## src/rtl/gpr_pkg.sv

```systemverilog
// Shared types and sizes for the GPR write-port controller.
package gpr_pkg;

   localparam int XLEN   = 32;
   localparam int NREG   = 32;
   localparam int REG_AW = $clog2(NREG);

   typedef logic [REG_AW-1:0] reg_addr_t;

   typedef enum logic {
      WB_ALU = 1'b0,
      WB_MEM = 1'b1
   } wb_src_e;

endpackage

```

## src/rtl/rr_arb2.sv

```systemverilog
// Two-requester round-robin arbiter; req[0] is the ALU path, req[1] the load unit.
module rr_arb2
   import gpr_pkg::*;
(
   input  logic       clk,
   input  logic       rst_n,
   input  logic [1:0] req,
   input  logic       advance,
   output logic [1:0] gnt
);

   wb_src_e last_grant;

   // On a tie the side that did not win last time is granted.
   always_comb begin
      gnt = 2'b00;
      case (req)
         2'b01:   gnt = 2'b01;
         2'b10:   gnt = 2'b10;
         2'b11:   gnt = (last_grant == WB_ALU) ? 2'b10 : 2'b01;
         default: gnt = 2'b00;
      endcase
   end

   // Reset to MEM so the ALU wins the first tie.
   always_ff @(posedge clk or negedge rst_n) begin
      if (!rst_n) begin
         last_grant <= WB_MEM;
      end else if (advance) begin
         last_grant <= gnt[1] ? WB_MEM : WB_ALU;
      end
   end

endmodule

```

## src/rtl/gpr_wb_arbiter.sv

```systemverilog
// Shares the register-file write port between ALU and load writeback and
// tracks pending writes so issue stalls on RAW/WAW hazards.
module gpr_wb_arbiter
   import gpr_pkg::*;
#(
   parameter int XLEN = gpr_pkg::XLEN,
   parameter int NREG = gpr_pkg::NREG
) (
   input  logic              clk,
   input  logic              rst_n,
   input  logic              issue_valid,
   input  logic [REG_AW-1:0] issue_rs1,
   input  logic [REG_AW-1:0] issue_rs2,
   input  logic [REG_AW-1:0] issue_rd,
   input  logic              issue_wr,
   output logic              issue_stall,
   input  logic              alu_valid,
   input  logic [REG_AW-1:0] alu_rd,
   input  logic [XLEN-1:0]   alu_data,
   output logic              alu_ready,
   input  logic              mem_valid,
   input  logic [REG_AW-1:0] mem_rd,
   input  logic [XLEN-1:0]   mem_data,
   output logic              mem_ready,
   input  logic              flush,
   output logic              gpr_we,
   output logic [REG_AW-1:0] gpr_addr_c,
   output logic [XLEN-1:0]   gpr_data_c,
   output logic              idle,
   output logic              err_unexpected_wb
);

   logic [NREG-1:0] busy;
   logic [NREG-1:0] set_vec;
   logic [NREG-1:0] clr_vec;
   logic [NREG-1:0] busy_nxt;
   logic [1:0]      gnt;
   logic            xfer;
   logic            issue_acc;
   reg_addr_t       wb_rd;
   logic [XLEN-1:0] wb_data;

   // Issue side: depends only on the scoreboard and issue inputs.
   assign issue_stall = issue_valid &
                        (busy[issue_rs1] | busy[issue_rs2] | (issue_wr & busy[issue_rd]));
   assign issue_acc   = issue_valid & ~issue_stall & issue_wr & (issue_rd != '0);

   rr_arb2 u_arb (
      .clk     (clk),
      .rst_n   (rst_n),
      .req     ({mem_valid, alu_valid}),
      .advance (xfer),
      .gnt     (gnt)
   );

   assign alu_ready = gnt[0];
   assign mem_ready = gnt[1];
   assign xfer      = (alu_valid & gnt[0]) | (mem_valid & gnt[1]);
   assign wb_rd     = gnt[1] ? mem_rd   : alu_rd;
   assign wb_data   = gnt[1] ? mem_data : alu_data;

   // Set is applied after clear so an issue always wins over a commit or flush.
   always_comb begin
      set_vec             = '0;
      clr_vec             = '0;
      set_vec[issue_rd]   = issue_acc;
      clr_vec[gpr_addr_c] = gpr_we;
      busy_nxt            = flush ? set_vec : ((busy & ~clr_vec) | set_vec);
      busy_nxt[0]         = 1'b0;
   end

   always_ff @(posedge clk or negedge rst_n) begin
      if (!rst_n) begin
         busy <= '0;
      end else begin
         busy <= busy_nxt;
      end
   end

   // Write stage: one registered slot feeding the register-file port.
   always_ff @(posedge clk or negedge rst_n) begin
      if (!rst_n) begin
         gpr_we     <= 1'b0;
         gpr_addr_c <= '0;
         gpr_data_c <= '0;
      end else if (xfer) begin
         gpr_we     <= (wb_rd != '0);
         gpr_addr_c <= wb_rd;
         gpr_data_c <= wb_data;
      end else begin
         gpr_we     <= 1'b0;
      end
   end

   always_ff @(posedge clk or negedge rst_n) begin
      if (!rst_n) begin
         err_unexpected_wb <= 1'b0;
      end else if (xfer && (wb_rd != '0) && !busy[wb_rd]) begin
         err_unexpected_wb <= 1'b1;
      end
   end

   assign idle = (busy == '0) & ~gpr_we;

endmodule

```

## config.mk

```make
export PLATFORM = sky130hd
export DESIGN_NAME = gpr_wb_arbiter
export DESIGN_NICKNAME = d
export VERILOG_FILES = /design/src/rtl/gpr_pkg.sv /design/src/rtl/rr_arb2.sv /design/src/rtl/gpr_wb_arbiter.sv
export SDC_FILE = /design/constraint.sdc
export NUM_CORES = 1
export LEC_CHECK = 0
export CORE_MARGIN = 4
export CORE_UTILIZATION = 33
export CTS_CLUSTER_SIZE = 12
export DETAILED_ROUTE_END_ITERATION = 16
export GPL_TIMING_DRIVEN = 0
export HOLD_SLACK_MARGIN = 0.02
export PLACE_DENSITY = 0.7
export SETUP_SLACK_MARGIN = 0.05
export SYNTH_ARGS = -nofsm -noshare
export SYNTH_HDL_FRONTEND = slang
export SYNTH_SLANG_ARGS = --single-unit
```

## constraint.sdc

```tcl
create_clock -name clk -period 2.3 [get_ports clk]
set_input_delay 0.23 -clock clk [delete_from_list [all_inputs] [get_ports clk]]
set_output_delay 0.23 -clock clk [all_outputs]
set_load 0.05 [all_outputs]
```

==> summary.md <==
| Metric | Value |
|---|---|
| Outcome | complete, but fails checks |
| Violated checks | negative setup slack |
| DR DRC count | 0 |
| Series of cell instances along the critical path | mux4_2 -> mux4_2 -> mux2i_4 -> nand3_4 -> buf_8 -> and2_4 -> buf_6 |
| Final period util | 119% |
| Slack of the critical path | -0.426 ns |
| 1st-iter DRT viols | between 700 and 800 |
| Mux share of post-synthesis cell area | roughly 23% |
| Count of buffers from port buffering | ~130 |
| Final routed wire length divided by cell count | approximately 22 um |
| Area fraction in and, or, nand and nor cells after synthesis | between 10% and 20% |
| Clock-pin slew on the worst setup and hold paths | around 0.060 ns |
| Crit path max-delay family | multiplexers |
| Cell with the most instances after synthesis | nor2_1 |
| Clock network power share | between 30% and 40% |
| Depth of the worst register-to-register path | 8 |
| CP max FO | 4 |
| Combined area of all synthesized cells | about 5000 sq um |
| Maximum Capacitance Violations | 0 |
| Minimum setup slack among reg-to-reg paths | -0.23 ns |
| Leakage dissipation | between 3 and 4 nW |
| Top cells by instance count after synthesis | nor2_1 (74), dfrtp_1 (70), mux2i_1 (40) |
| N_diodes | 0 |
| Main flop type after synthesis | dfrtp_1 |
| Vias in the first global route | about 5400 |
| Largest area contributor in the synthesized netlist | dfrtp_1 |
| Startpoint type of the worst setup path | flip-flop |
| Share of Yosys cell area claimed by the top area cell type | between 30% and 40% |
| Reg2reg end | busy[10]$_DFF_PN0_ |
| # IOs | between 100 and 150 |
| Setup repair after global routing missed its margin | true |
| Post-Syn Instances | between 500 and 600 |
| Worst-Margin Slew | ~0.9 ns |
| Slew HR | between 30% and 40% |
| Post-Synthesis Mean Instance Area | roughly 9.6 sq um |
| Delay of the slowest cell on the worst path | just under 0.5 ns |
| Wire length of the first global-routing pass | ~31000 um |
| Nature of the critical path endpoint | output pin |
| Critical path type | reg -> out |
| Detailed placer's ending HPWL | 13600 um |
| Gr usage total | a little under a quarter |
| Number of nets produced by synthesis | 617 |
| Number of enable-type register cells in the synthesized netlist | 0 |
| Floorplan core area | ~15000 sq um |
| Adder-cell share of the synthesized area | 0% |
| Ys async rst share | 100% |
| DP Cell Count | 838 |
| Path type of the worst min-delay path | in -> async |
| Sw Ratio | roughly 34% |
| Area delta synth->final | 54.1% |
| Non-filler cells, final | between 800 and 900 |
| Total non-filler cell area in the finished layout | between 7000 and 8000 sq um |
| Total Negative Setup Slacks | -3.62 ns |
| Deepest level of the CTS H-tree | 3 |
| Number of placement rows | 44 |
| Core Util, Final | between 50% and 60% |
| Clock tree from TritonCTS | done |
| Post-Place Cell Area | between 6000 and 7000 sq um |
| Total overflow reported by the global router | 0 |
| Die area | around 17000 sq um |
| Effective utilization at floorplan | between 30% and 40% |
| Sequential share of power | a little under a third |
| Distinct cell type count of the synthesized netlist | 51 |
| Internal power contribution | 2.99 mW |
| Layout filler cell count | 1269 |
| Total count of hold-check failures in the final report | 0 |
| Final setup vio count | 31 |
| Final wirelength | 20000 um |
| Max stage delay cell, worst path | mux4_2 |
| Largest family of logic cells by synthesized area | multiplexers |
| Worst clock skew | about 0.0056 ns |
| Via total after detailed routing | 5299 |
| Timing-limited maximum frequency | approximately 370 MHz |
| Synthesized-area fraction occupied by ao, oa, aoi and oai cells | 18.6% |
| Number of antenna-violating nets in the routed design | 0 |
| Max clock buf depth | 2 |
| Layout cells sized above 1 | around 27% |
| Detail-routed via count per cell | about 5.9 |
| Synth Register Bits | a little over 70 |
| Cell Pwr Density | approximately 590 nW/um^2 |
| Skew-Pair Late Insertion Delay | 0.33 ns |
| IR Drop Worst-Case VDD | about 0.35 mV |
| Routability congestion estimate | between 0.9 and 1 |
| Number of antenna violations at the first check in global routing | 0 |
| Synth warn | 0 |
| Portion of the post-synthesis area used by sequential elements | 35.7% |
| Arrival time at the worst endpoint | approximately 2.5 ns |
| Die Height | 131 um |
| Post-synthesis xor/xnor area fraction | 0% |
| Final layout net count | 799 |
| Pin count of the biggest net entering global routing | 63 |
| Critical path buffers and inverters | 2 |
| Clock Sinks | 71 |
| Part of the power in combinational logic | about a third |
| WP data required | about 2.1 ns |
| Cell at the root of the clock tree | clkbuf_16 |
| Switching power of the nets | roughly 1.5 mW |
| CP dominant cell by count | mux4_2 |
| Startpoint of the worst-slack reg-to-reg timing path | busy[15]$_DFF_PN0_ |
| DIE WIDTH | 131 um |
| Area used by sequential logic in the layout | roughly 1800 sq um |
| Inserted Clock Buffers | 9 |
| Leading post-synthesis cells by cell area | dfrtp_1 (35%), mux2_2 (8.1%), mux2i_1 (8.0%) |
| Pins over their slew limit | 0 |
| Crit path time final | between 2 and 3 ns |
| Multi-input combinational cell area | 3370 sq um |
| Total power draw | around 4.5 mW |
| First-pass iteration count of the detailed router | 5 |
power groups by stage:
stage / sequential (mW) / clock [mW] / combinational [mW]
after floorplan: 1.75 / 0 / 0.496
after global placement: 1.44 / 0 / 1.33
after CTS: 1.43 / 1.57 / 1.46
after global routing: 1.44 / 1.63 / 1.62
after detailed placement: 1.45 / 0 / 1.36
final: 1.43 / 1.55 / 1.53
kinds of logic after synthesis:
family,Yosys count
simple gates,191
compound gates,125
mux,90
flops,71
buf+inv,44
registers in the layout (all words and copies together) (netlist names):
register           count
busy                  31
gpr_addr_c             5
gpr_data_c            32
err_unexpected_wb      1
gpr_we                 1
u_arb.last_grant       1
per-layer routing:
layer	global-route usage, %	share of wire (%)
met5	0	0
met1	30.9	39
met4	10.1	4.2
met2	37.4	48
met3	4.43	9.0
stage by stage:
step | setup WS (ns) | hold slack [ns]
final | -0.426 | 0.281
after global routing | -0.491 | 0.310
after CTS | -0.426 | 0.283
after detailed placement | -1.41 | 0.0839
after global placement | -1.49 | 0.542
after floorplan | 0.00254 | -0.0656
timing repair:
action / CTS / global route
hold buffers: 1 / 0
resized for setup: 71 / 41
endpoints found under the setup margin: 36 / 35
endpoints found under the hold margin: 9 / 0
buffers inserted: 32 / 8
pin swaps: 8 / 3
worst register-to-register path, cell delays in order (launching register included):
cell and delay [ns]:
dfrtp_2 0.46, mux4_2 0.48, mux4_2 0.49, mux2i_4 0.21, nand3_4 0.11, buf_8 0.13, buf_4 0.13, buf_12 0.15
o41ai_2 0.25
final cells by class:
cell class                 count  area share (%)
sequential                    71            23.4
tap                          184            3.00
buffer                        37            2.94
inverter                       4           0.245
timing repair buffer         174            22.1
clock buffer                  11            3.29
multi-input combinational    406            43.9
clock inverter                 5            1.04
placed cells by master, fill, tap and decap left out, types with 5 or more instances in the layout:
cell             count
buf_1                5
nand3b_1            21
o41ai_2              8
a21oi_1              6
nor4_1               9
dfrtp_2             16
nand2_1             30
mux4_2              13
nor3b_1              5
o22ai_1             36
clkdlybuf4s50_1    126
o41ai_4              8
buf_4               38
o31ai_4              5
mux2i_1             37
dfrtp_1             54
nand3_1              6
o21ai_2              5
o21ai_0             20
clkbuf_16            9
clkbuf_1            16
nor2b_1             23
mux2_2              36
nor2_1              74
o21ai_1              6
worst max-delay path by stage:
stage	startpoint	end	slack (ns)	cells past startpoint
after floorplan	issue_rs2[0]	issue_stall	0.003	7
after global placement	rst_n	busy[29]$_DFF_PN0_	-1.49	1
after detailed placement	issue_rs1[1]	issue_stall	-1.41	11
after CTS	busy[15]$_DFF_PN0_	issue_stall	-0.43	7
after global routing	issue_rd[4]	issue_stall	-0.49	10
final	busy[15]$_DFF_PN0_	issue_stall	-0.43	7
Note: power is estimated with default switching activity, not from simulation.
